==> config.mk <==
export PLATFORM = sky130hd
export DESIGN_NAME = ble_auth_rx
export DESIGN_NICKNAME = d
export VERILOG_FILES = /design/src/rtl/ble_auth_rx.sv
export SDC_FILE = /design/constraint.sdc
export NUM_CORES = 1
export LEC_CHECK = 0
export BUFFER_PORTS_ARGS = -buffer_cell sky130_fd_sc_hd__buf_4
export CAP_MARGIN = 30
export CORE_ASPECT_RATIO = 0.7
export CORE_MARGIN = 2
export CORE_UTILIZATION = 60
export DETAILED_ROUTE_END_ITERATION = 7
export PLACE_DENSITY = 0.84
export SETUP_SLACK_MARGIN = 0.5
export SLEW_MARGIN = 20
export SYNTH_ARGS = -nofsm -noshare
export SYNTH_HDL_FRONTEND = slang
export SYNTH_SLANG_ARGS = --single-unit
==> constraint.sdc <==
create_clock -name clk -period 3.4 [get_ports clk]
set_clock_uncertainty 0.05 [all_clocks]
set_input_delay 0.34 -clock clk [delete_from_list [all_inputs] [get_ports clk]]
set_output_delay 0.34 -clock clk [all_outputs]
set_load 0.03 [all_outputs]
==> src/rtl/ble_auth_rx.sv <==
// 8N1 UART receiver feeding the power-up authentication FSM of the BLE command path.
// 'G' arms pwr_up, 'S' requests power-down once the rider is off.
module ble_auth_rx #(
  parameter int unsigned BAUD_DIV = 2604,
  parameter logic [7:0]  CMD_GO   = 8'h47,
  parameter logic [7:0]  CMD_STOP = 8'h53
) (
  input  logic       clk,
  input  logic       rst_n,
  input  logic       RX,
  input  logic       rider_off,
  output logic [7:0] rx_data,
  output logic       rx_rdy,
  output logic       frm_err,
  output logic       pwr_up
);

  // rx state  | meaning
  // RX_IDLE   | line idle, waiting for a synced falling edge
  // RX_START  | half-bit wait, confirm start bit is still low
  // RX_DATA   | sampling 8 data bits, LSB first
  // RX_STOP   | sampling stop bit, publish byte or flag framing error
  // auth state| meaning
  // AUTH_OFF  | not authorized, pwr_up low
  // AUTH_PWR1 | authorized by 'G'
  // AUTH_PWR2 | 'S' seen with rider on; drops as soon as rider_off rises
  typedef enum logic [1:0] {RX_IDLE, RX_START, RX_DATA, RX_STOP} rx_state_t;
  typedef enum logic [1:0] {AUTH_OFF, AUTH_PWR1, AUTH_PWR2} auth_state_t;

  // Counters reload with N-1 because the sample happens on the cycle they read zero.
  localparam logic [11:0] HALF_LOAD = 12'(BAUD_DIV / 2 - 1);
  localparam logic [11:0] FULL_LOAD = 12'(BAUD_DIV - 1);

  rx_state_t   rx_state_q;
  auth_state_t auth_state_q, auth_state_d;

  logic        rx_meta_q, rx_sync_q, rx_hist_q;
  logic [11:0] baud_cnt_q;
  logic [2:0]  bit_cnt_q;
  logic [7:0]  shift_q;
  logic [7:0]  rx_data_q;
  logic        rx_rdy_q, frm_err_q, pwr_up_q;
  logic        rx_fall, baud_done;

  always_ff @(posedge clk or negedge rst_n) begin
    if (!rst_n) begin
      rx_meta_q <= 1'b1;
      rx_sync_q <= 1'b1;
      rx_hist_q <= 1'b1;
    end else begin
      rx_meta_q <= RX;
      rx_sync_q <= rx_meta_q;
      rx_hist_q <= rx_sync_q;
    end
  end

  assign rx_fall   = rx_hist_q & ~rx_sync_q;
  assign baud_done = (baud_cnt_q == 12'd0);

  always_ff @(posedge clk or negedge rst_n) begin
    if (!rst_n) begin
      rx_state_q <= RX_IDLE;
      baud_cnt_q <= 12'd0;
      bit_cnt_q  <= 3'd0;
      shift_q    <= 8'h00;
      rx_data_q  <= 8'h00;
      rx_rdy_q   <= 1'b0;
      frm_err_q  <= 1'b0;
    end else begin
      rx_rdy_q  <= 1'b0;
      frm_err_q <= 1'b0;
      case (rx_state_q)
        RX_IDLE: begin
          if (rx_fall) begin
            rx_state_q <= RX_START;
            baud_cnt_q <= HALF_LOAD;
          end
        end
        RX_START: begin
          if (baud_done) begin
            if (rx_sync_q) begin
              rx_state_q <= RX_IDLE;
            end else begin
              rx_state_q <= RX_DATA;
              baud_cnt_q <= FULL_LOAD;
              bit_cnt_q  <= 3'd0;
            end
          end else begin
            baud_cnt_q <= baud_cnt_q - 12'd1;
          end
        end
        RX_DATA: begin
          if (baud_done) begin
            shift_q    <= {rx_sync_q, shift_q[7:1]};
            baud_cnt_q <= FULL_LOAD;
            if (bit_cnt_q == 3'd7) begin
              rx_state_q <= RX_STOP;
            end else begin
              bit_cnt_q <= bit_cnt_q + 3'd1;
            end
          end else begin
            baud_cnt_q <= baud_cnt_q - 12'd1;
          end
        end
        RX_STOP: begin
          if (baud_done) begin
            rx_state_q <= RX_IDLE;
            if (rx_sync_q) begin
              rx_data_q <= shift_q;
              rx_rdy_q  <= 1'b1;
            end else begin
              frm_err_q <= 1'b1;
            end
          end else begin
            baud_cnt_q <= baud_cnt_q - 12'd1;
          end
        end
        default: rx_state_q <= RX_IDLE;
      endcase
    end
  end

  // A received 'G' takes priority over the rider_off exit from PWR2.
  always_comb begin
    auth_state_d = auth_state_q;
    case (auth_state_q)
      AUTH_OFF: begin
        if (rx_rdy_q && rx_data_q == CMD_GO) auth_state_d = AUTH_PWR1;
      end
      AUTH_PWR1: begin
        if (rx_rdy_q && rx_data_q == CMD_STOP) begin
          auth_state_d = rider_off ? AUTH_OFF : AUTH_PWR2;
        end
      end
      AUTH_PWR2: begin
        if (rx_rdy_q && rx_data_q == CMD_GO) auth_state_d = AUTH_PWR1;
        else if (rider_off)                  auth_state_d = AUTH_OFF;
      end
      default: auth_state_d = AUTH_OFF;
    endcase
  end

  always_ff @(posedge clk or negedge rst_n) begin
    if (!rst_n) begin
      auth_state_q <= AUTH_OFF;
      pwr_up_q     <= 1'b0;
    end else begin
      auth_state_q <= auth_state_d;
      pwr_up_q     <= (auth_state_d != AUTH_OFF);
    end
  end

  assign rx_data = rx_data_q;
  assign rx_rdy  = rx_rdy_q;
  assign frm_err = frm_err_q;
  assign pwr_up  = pwr_up_q;

endmodule
* After elaboration in Yosys (flattened, before gate mapping) *
Index checks and enable logic that the tools add are counted.

operators by class
  $add $sub $neg = 2
  multiplexer cells = 30
  eq/ne operators = 17
  reductions and logical operators = 12
  bitwise gates (word level) = 2

operators by type and width
  cell                                                                   count
  12-bit 2-to-1 mux                                                      5
  12-bit one-hot mux with 4 select lines                                 1
  2-bit 2-to-1 mux                                                       11
  8-bit by 7-bit equality test with 1-bit output, second input constant  2
  2-bit != test, second input constant                                   8
  12-bit logical NOT                                                     1
  3-bit 2-to-1 mux                                                       4
  12-bit by 1-bit subtractor with 12-bit output, second input constant   1
  5-bit AND reduction                                                    2
  2-bit one-hot mux with 4 select lines                                  1
  2-bit equality test, second input constant                             3
  1-bit 2-to-1 mux                                                       6
  2-bit one-hot mux with 3 select lines                                  1
  3-bit one-hot mux with 2 select lines                                  1
  3-bit AND reduction                                                    2
  2-bit by 1-bit equality test with 1-bit output, second input constant  2
  2-bit logical NOT                                                      2
  2-bit nonzero test                                                     2
  3-bit by 1-bit adder with 3-bit output, second input constant          1
  3-bit equality test, second input constant                             1
  3-bit != test, second input constant                                   1
  1-bit logical AND                                                      2
  2-bit AND reduction                                                    1
  1-bit AND                                                              1
  1-bit inverter                                                         1

storage, ports and cells
  input bits = 4
  bits in registers = 41
  word-level logic and storage cells = 75
  output and inout bits = 11

* Longest topological paths before layout *
Gate-level depths: netlist (run 1).

  depth in word-level cells = 5
  mapped depth = 7
  depth with buffers taken out = 6

* Worst setup path after synthesis (run 1) *
Ideal clock, no wire load.

  kind = flip-flop to flip-flop
  start = reg baud_cnt_q[0]
  end = reg bit_cnt_q[0]
  stages on the path, launching flop included = 8
  clock period less this slack = 2437 ps
  buffers on the path = 1
  setup slack = 963 ps
  setup time = 125 ps
  required time = 3225 ps
  data arrival time = 2262 ps
  cells stage by stage = dfrtp_1 > inv_1 > ha_1 > or3b_2 > or4_4 > buf_6 > a221oi_4 > mux2_4

between the ends
  word-level cells in the longest chain between the ends = 3
  elaborated cells on any way between the ends = 4
  those cells by class = eq/ne (2); reduce/logical (2)

ends and longest elaborated chain
  element                          RTL line  RTL
  start: declaration               38        logic [11:0] baud_cnt_q;
  start signal: assignment         89        baud_cnt_q <= baud_cnt_q - 12'd1;
  start signal: assignment         102       baud_cnt_q <= baud_cnt_q - 12'd1;
  start signal: assignment         115       baud_cnt_q <= baud_cnt_q - 12'd1;
  12-bit logical NOT *             58        assign baud_done = (baud_cnt_q == 12'd0);
  2-bit != test (no line)          -
  5-bit AND reduction (no line) *  -
  end signal: assignment           99        bit_cnt_q <= bit_cnt_q + 3'd1;
  end: declaration                 39        logic [2:0] bit_cnt_q;

Every way passes the cells marked *; elsewhere a longest branch is shown, timed or not.
A chain may end at the register's enable or synchronous reset.

* Final worst setup path (run 1) *
  start = reg baud_cnt_q[0]
  end = reg rx_data_q[0], in the netlist rx_data[0]

between the ends
  word-level cells in the longest chain between the ends = 2

ends and longest elaborated chain
  element                        RTL line  RTL
  12-bit logical NOT             58
  3-bit AND reduction (no line)  -
  end signal: assignment         109       rx_data_q <= shift_q;
  end: declaration               41        logic [7:0] rx_data_q;

No other way between the ends.

==> key figures, run 1 <==
Worst setup path
  • Worst EP arrival: 2720 ps
  • Startpoint types: register
  • Worst R2R Path Depth: 6
  • Worst endpoint required time: 3540 ps
  • Crit end category: register
  • Worst reg2reg setup slack: 820 ps
  • Worst R2R Start: baud_cnt_q[0]$_DFFE_PN0P_
  • Reg-to-reg endpoint: rx_data[0]$_DFFE_PN0P_
  • Max FO, Critical Path: 9
  • Critical path class: reg2reg

Global routing
  • First-pass GRT wire length: 7.569 mm
  • Largest net degree at the start of global routing: 42
  • Antenna violations before repair: 0
  • Grt total ovfl: 0
  • Global Route Usage Sum: 22.25%
  • Vias in the first global route: 1551

Min path
  • WHS Path Cells: 1
  • Hold Startpoint: RX
  • Hold Crit Class: in2reg
  • Min-Delay Endpoint: rx_meta_q$_DFF_PN1_

Floorplan
  • Die area: 4258 µm²
  • Core area: 3558 µm²
  • Initial Util: 63.15%
  • DIE WIDTH: 77.15 µm
  • Die Height: 55.20 µm
  • I/O pin cnt: 15
  • # rows: 18

Logic synthesis
  • Post-synthesis sequential area ratio: 45.82%
  • Mux contribution to synthesized area: 10.02%
  • Compound-Gate Fraction of Synth Area: 18.04%
  • Simple-Gate Fraction of Synth Area: 16.65%
  • Post-Syn Nets: 215
  • Ys flop type: dfrtp_1
  • Number of synthesized flops with an enable pin: 0
  • Synth Instances: 202
  • Yosys warnings: 0
  • Area contributors post-synth: dfrtp_1 42%, mux2_2 8.0%, ha_1 5.0%
  • Most instantiated library cell after synthesis: dfrtp_1
  • #FFs+latches synth: 41
  • Yosys top cell by area: dfrtp_1
  • Largest family of logic cells by synthesized area: compound AO/OA/AOI/OAI gates
  • Synth cell count leaders: 38 x dfrtp_1, 16 x mux2_2, 11 x inv_1
  • Yosys top cell area share: 42.32%
  • Synth Area in XOR/XNOR: 0%
  • Synthesized area: 2247 µm²
  • Syn Area/Cell: 11.12 µm²
  • Cell variety after synth: 53
  • Ys async rst share: 100.0%
  • Adder-cell share of the synthesized area: 5.011%

Clocking
  • Skew-Pair Late Insertion Delay: 290 ps
  • Clk buf depth: 2
  • Post-CTS setup repair buffer count: 0
  • H-tree Lvls: 2
  • Post_cts resized: 0
  • Reg clk slew, reported paths: 80 ps
  • CTS tree: done
  • Inserted Clock Buffers: 5
  • Clk root buf: clkbuf_8
  • Cts hold-fix bufs: 1
  • Clock Sinks: 41

Timing
  • Final setup vio count: 0
  • Max Freq: 386.9 MHz
  • Sum Neg Setup Slack: 0 ps
  • Fin crit period: 2585 ps
  • Final period util: 76.02%
  • Relative slew slack: 48.45%
  • Hold Worst Slack: 94.78 ps
  • RSZ-0062 raised after global routing: no
  • Least-Margin Pin Slew: 764.9 ps
  • Fin. Hold Viols: 0
  • Max-slew violations: 0

Drt
  • WL per Instance: 16.92 µm
  • Drt total wl: 4.468 mm
  • First DRT Iteration DRCs: 200
  • Routed vias/inst: 6.189
  • Iteration count of the initial detailed-routing pass: 4
  • DRC viols: 0
  • Routed Antenna Nets: 0
  • Total number of vias: 1634

Final layout
  • Final #Nets: 226
  • Cell area after layout: 2477 µm²
  • Layout area overhead: 10.25%
  • Layout Utilization: 69.62%
  • Post-route insts no fill: 264
  • Share of cells above drive strength 1: 25.23%
  • # diodes: 0

Place
  • DPL Wire Length: 3.218 mm
  • Port Buffers: 14
  • Instance area at placement: 2356 µm²
  • DP Cell Count: 255
  • Routability Congestion: 0.9354

Run
  • Maxcap violations: 0

Pwr
  • Leak pwr: 0.001120 µW
  • PD cells: 824.9 nW/µm²
  • Worst vdd ir: 0.4785 mV

Status
  • Outcome: complete, no violations
## per-layer routing
layer / track usage (%) / up-vias / part of all wire, %
li1: - / 776 / -
met1: 34.09 / 812 / 50
met2: 32.30 / 41 / 44
met4: 6.122 / 0 / 0.94
met3: 4.412 / 5 / 5.3
met5: 0 / - / 0
## worst max path at each step
stage / startpoint / slack (ps) / cells after the start / end
2_1_floorplan: baud_cnt_q[0]$_DFFE_PN0P_ / 960 / 7 / bit_cnt_q[0]$_DFFE_PN0P_
3_3_place_gp: baud_cnt_q[0]$_DFFE_PN0P_ / 950 / 6 / rx_data[2]$_DFFE_PN0P_
3_5_place_dp: baud_cnt_q[0]$_DFFE_PN0P_ / 850 / 6 / rx_data[0]$_DFFE_PN0P_
4_1_cts: baud_cnt_q[0]$_DFFE_PN0P_ / 820 / 6 / rx_data[0]$_DFFE_PN0P_
5_1_grt: baud_cnt_q[0]$_DFFE_PN0P_ / 700 / 6 / rx_data[0]$_DFFE_PN0P_
6_report: baud_cnt_q[0]$_DFFE_PN0P_ / 820 / 6 / rx_data[0]$_DFFE_PN0P_
## cell families (layout without fill, tap and decap cells)
logic type / after synthesis / in the layout
AND/OR/NAND/NOR: 58 / 58
AO/OA/AOI/OAI: 52 / 52
adder cells (fa/ha/maj): 9 / 9
buffers and inverters: 22 / 34
multiplexers: 20 / 20
flip-flops: 41 / 41
## critical path, stage by stage, from the launching register on
cell and delay (ps):
dfrtp_1 390, inv_1 120, ha_1 150, or3b_2 540, nor4_4 340, and3_1 480, mux2_2 390
## flip-flops by register name, summed over array words and instances, names as in the netlist, named ones only
signal	flops
baud_cnt_q	12
rx_data	8
shift_q	8
bit_cnt_q	3
auth_state_q	2
frm_err	1
pwr_up	1
rx_hist_q	1
rx_meta_q	1
rx_rdy	1
rx_state_q	1
rx_sync_q	1
## final cells by class
type | count | area (µm²)
clock buffer | 6 | 72.57
clock inverter | 2 | 38.79
fill | 264 | 1081
inverter | 11 | 41.29
multi-input combinational | 139 | 1117
sequential | 41 | 1030
tap | 50 | 62.56
timing repair buffer | 15 | 115.1
## where the power goes
group	internal (µW)	switching, µW
sequential	578	104
combinational	377	589
clock	220	175
total	1180	868
## placed cells by master (no fill, tap or decap), drive strengths merged, types with 2 or more instances in the layout
| master | instances |
|---|---|
| or3 | 5 |
| nand3b | 2 |
| clkbuf | 6 |
| o21bai | 5 |
| mux2i | 3 |
| inv | 11 |
| dfrtp | 38 |
| nor4 | 6 |
| nor3 | 6 |
| buf | 14 |
| a22o | 4 |
| a21oi | 8 |
| nand2b | 6 |
| a31oi | 3 |
| o2bb2ai | 2 |
| ha | 9 |
| nor2 | 8 |
| a211o | 2 |
| a211oi | 7 |
| o21ai | 6 |
| a2bb2oi | 2 |
| dfstp | 3 |
| mux2 | 17 |
| o221ai | 2 |
| o41ai | 2 |
| or3b | 2 |
| or4 | 3 |
| a2111oi | 2 |
| or2 | 4 |
| nor2b | 4 |
| nand2 | 5 |
## per-stage QoR
step	power, µW	worst slack, ps
after detailed placement	1631	846.4
after global placement	1571	946.9
final	2044	815.4
after global routing	2179	699.6
after CTS	2025	817.5
after floorplan	1450	962.8
Power figures use the tool's default switching activity.
==> run 2: changes to the inputs <==
--- a/config.mk
+++ b/config.mk
@@ -9,9 +9,9 @@
 export CAP_MARGIN = 30
 export CORE_ASPECT_RATIO = 0.7
 export CORE_MARGIN = 2
-export CORE_UTILIZATION = 60
+export CORE_UTILIZATION = 54
 export DETAILED_ROUTE_END_ITERATION = 7
-export PLACE_DENSITY = 0.84
+export PLACE_DENSITY = 0.8
 export SETUP_SLACK_MARGIN = 0.5
 export SLEW_MARGIN = 20
 export SYNTH_ARGS = -nofsm -noshare
==> constraint.sdc (replaced) <==
create_clock -name clk -period 2.1 [get_ports clk]
set_clock_uncertainty 0.05 [all_clocks]
set_input_delay 0.21 -clock clk [delete_from_list [all_inputs] [get_ports clk]]
set_output_delay 0.21 -clock clk [all_outputs]
set_load 0.03 [all_outputs]
==> run 2 against run 1 <==
The run now ends with setup timing left. Count of clock-buffer cells in the layout fell by 1. Combinational power rose to 2.8 times the previous value. Design area rose by 26%. Worst hold slack got worse by 85 ps. Worst setup slack got worse by 1000 ps. Non-clock buffer count rose by 44. Critical path depth did not move. First-iteration DRC count fell by 20%. Register-to-register slack got worse by 1000 ps. Maximum frequency rose by 12%. Utilization rose by 9.3 points. Routed wire length rose by 47%. Critical path type unchanged. Critical endpoint is now bit_cnt_q[0]$_DFFE_PN0P_.
==> key figures, run 2 (synthesis results as in run 1) <==
Drt
  • Routed Antenna Nets: 0
  • Routed vias/inst: 6.471
  • Drt total wl: 6.547 mm
  • Met2 wire len: 3.072 mm
  • Highest metal layer with signal wires: met4
  • WL met1: 2.737 mm
  • WL per Instance: 21.12 µm
  • Iteration count of the initial detailed-routing pass: 5
  • DRC viols: 0
  • First DRT Iteration DRCs: 161
  • Total number of vias: 2006
  • Met3 Wirelength: 454 µm

Final layout
  • # diodes: 0
  • Final #Nets: 270
  • Layout area overhead: 38.59%
  • Largest Register: baud_cnt_q
  • Share of cells above drive strength 1: 46.51%
  • Post-route insts no fill: 310
  • Commonest non-fill, non-tap cell in the layout: buf_4
  • Largest register FFs: 12
  • Commonest cells after routing, fill and taps aside: 46 x buf_4, 38 x dfrtp_1, 10 x mux2_4

Place
  • Pre-CTS setup slack: -153.7 ps
  • DPL Wire Length: 3.610 mm
  • Routability Congestion: 0.8988
  • DP Cell Count: 287
  • Port Buffers: 14

Worst setup path
  • Critical Path Start: baud_cnt_q[0]$_DFFE_PN0P_
  • Worst EP arrival: 2440 ps
  • Max FO, Critical Path: 4
  • Worst R2R Start: baud_cnt_q[0]$_DFFE_PN0P_
  • Worst R2R Path Depth: 6
  • Crit end category: register
  • Critical path class: reg2reg
  • Reg-to-reg endpoint: bit_cnt_q[0]$_DFFE_PN0P_
  • Worst reg2reg setup slack: -200 ps
  • Worst endpoint required time: 2240 ps
  • Startpoint types: register
  • Worst setup path endpoint: bit_cnt_q[0]$_DFFE_PN0P_

Global routing
  • Global Route Usage Sum: 29.64%
  • Vias in the first global route: 1982
  • Grt total ovfl: 0
  • Antenna violations before repair: 0
  • Largest net degree at the start of global routing: 42
  • First-pass GRT wire length: 10.30 mm

Clocking
  • CTS tree: done
  • Clk root buf: clkbuf_8
  • Reg clk slew, reported paths: 90 ps
  • H-tree Lvls: 2
  • Clk buf depth: 2
  • Inserted Clock Buffers: 5
  • Skew-Pair Late Insertion Delay: 300 ps
  • Clock Sinks: 41

Pwr
  • Switching power: 1891 µW
  • Leak pwr: 0.001435 µW
  • Seq pwr share: 23.2%
  • PD cells: 1453 nW/µm²
  • Combinational group share of total power: 59.5%
  • Clk pwr share: 17.3%
  • Worst vdd ir: 1.661 mV
  • Switching Fraction: 41.78%
  • Total internal power: 2635 µW

Timing
  • Fin. Hold Viols: 0
  • Final period util: 109.6%
  • Max Freq: 434.5 MHz
  • Max-slew violations: 0
  • RSZ-0062 raised after global routing: yes
  • Hold Worst Slack: 9.284 ps
  • Fin crit period: 2301 ps
  • Relative slew slack: 56.00%
  • Least-Margin Pin Slew: 653.9 ps
  • Final worst slack: -201.4 ps
  • Final setup vio count: 33

Floorplan
  • Core area: 3946 µm²
  • I/O pin cnt: 15
  • Die Height: 57.97 µm
  • # rows: 19
  • DIE WIDTH: 81.10 µm
  • Initial Util: 56.94%
  • Die area: 4701 µm²

Run
  • Maxcap violations: 0

Status
  • Outcome: finished, violations left
  • Violated checks: setup timing

Min path
  • Hold Crit Class: in2reg
-- run 2: changes by cell type in the layout (fill, tap and decap cells not counted), moves of 3 or more --
cell,delta
a21oi_1,-3
mux2_4,+9
buf_4,+32
buf_6,+8
mux2_2,-9
-- run 2: critical path, cell delays in order, from the launching register on --
cell      delay [ps]
dfrtp_1          400
inv_2             80
ha_1             140
or3b_4           410
or4_4            500
a221oi_4         280
mux2_4           330
-- run 2: how the worst min path moves through the flow --
| stage | depth (start not counted) | start | end |
|---|---|---|---|
| floorplan | 0 | rst_n | async pin |
| global placement | 1 | rst_n | baud_cnt_q[1]$_DFFE_PN0P_ |
| detailed placement | 1 | rst_n | baud_cnt_q[1]$_DFFE_PN0P_ |
| CTS | 2 | rider_off | auth_state_q[1]$_DFF_PN0_ |
| global route | 2 | rider_off | auth_state_q[1]$_DFF_PN0_ |
| finish | 2 | rider_off | auth_state_q[1]$_DFF_PN0_ |
-- run 2: final cells by class --
| class | count | area [µm²] |
|---|---|---|
| clock buffer | 5 | 68.82 |
| clock inverter | 3 | 68.82 |
| fill | 221 | 832.0 |
| inverter | 11 | 41.29 |
| multi-input combinational | 139 | 1318 |
| sequential | 41 | 1030 |
| tap | 52 | 65.06 |
| timing repair buffer | 59 | 523.0 |
-- run 2: through the flow --
stage,setup TNS (ps),instance area [µm²],power [µW],utilization [%]
floorplan,-1907,2296,2372,-
global placement,-321.0,2639,3049,66.87
detailed placement,-1783,2639,3100,66.87
CTS,-1440,3014,4233,76.38
global route,-5201,3114,4730,78.92
finish,-3962,3114,4526,78.92
-- run 2: power by group through the flow --
stage / registers [µW] / logic, µW / clock network, µW
floorplan: 1050 / 1320 / 0
global placement: 1040 / 2010 / 0
detailed placement: 1040 / 2060 / 0
CTS: 1040 / 2410 / 784
global route: 1060 / 2840 / 826
finish: 1050 / 2690 / 783
-- run 2: per-layer routing --
metal / track usage [%] / up-vias
met1: 42.24 / 985
li1: - / 865
met3: 5.763 / 37
met5: 0 / -
met4: 12.11 / 0
met2: 44.86 / 119
-- run 2: timing repair --
item                                    in CTS  in global routing
endpoints found under the setup margin      35                 36
hold buffers                                 2                  0
buffers inserted                            10                  2
pin swaps                                    8                  1
cloned                                       1                  0
endpoints found under the hold margin       39                  0
gates resized for setup                     24                 13
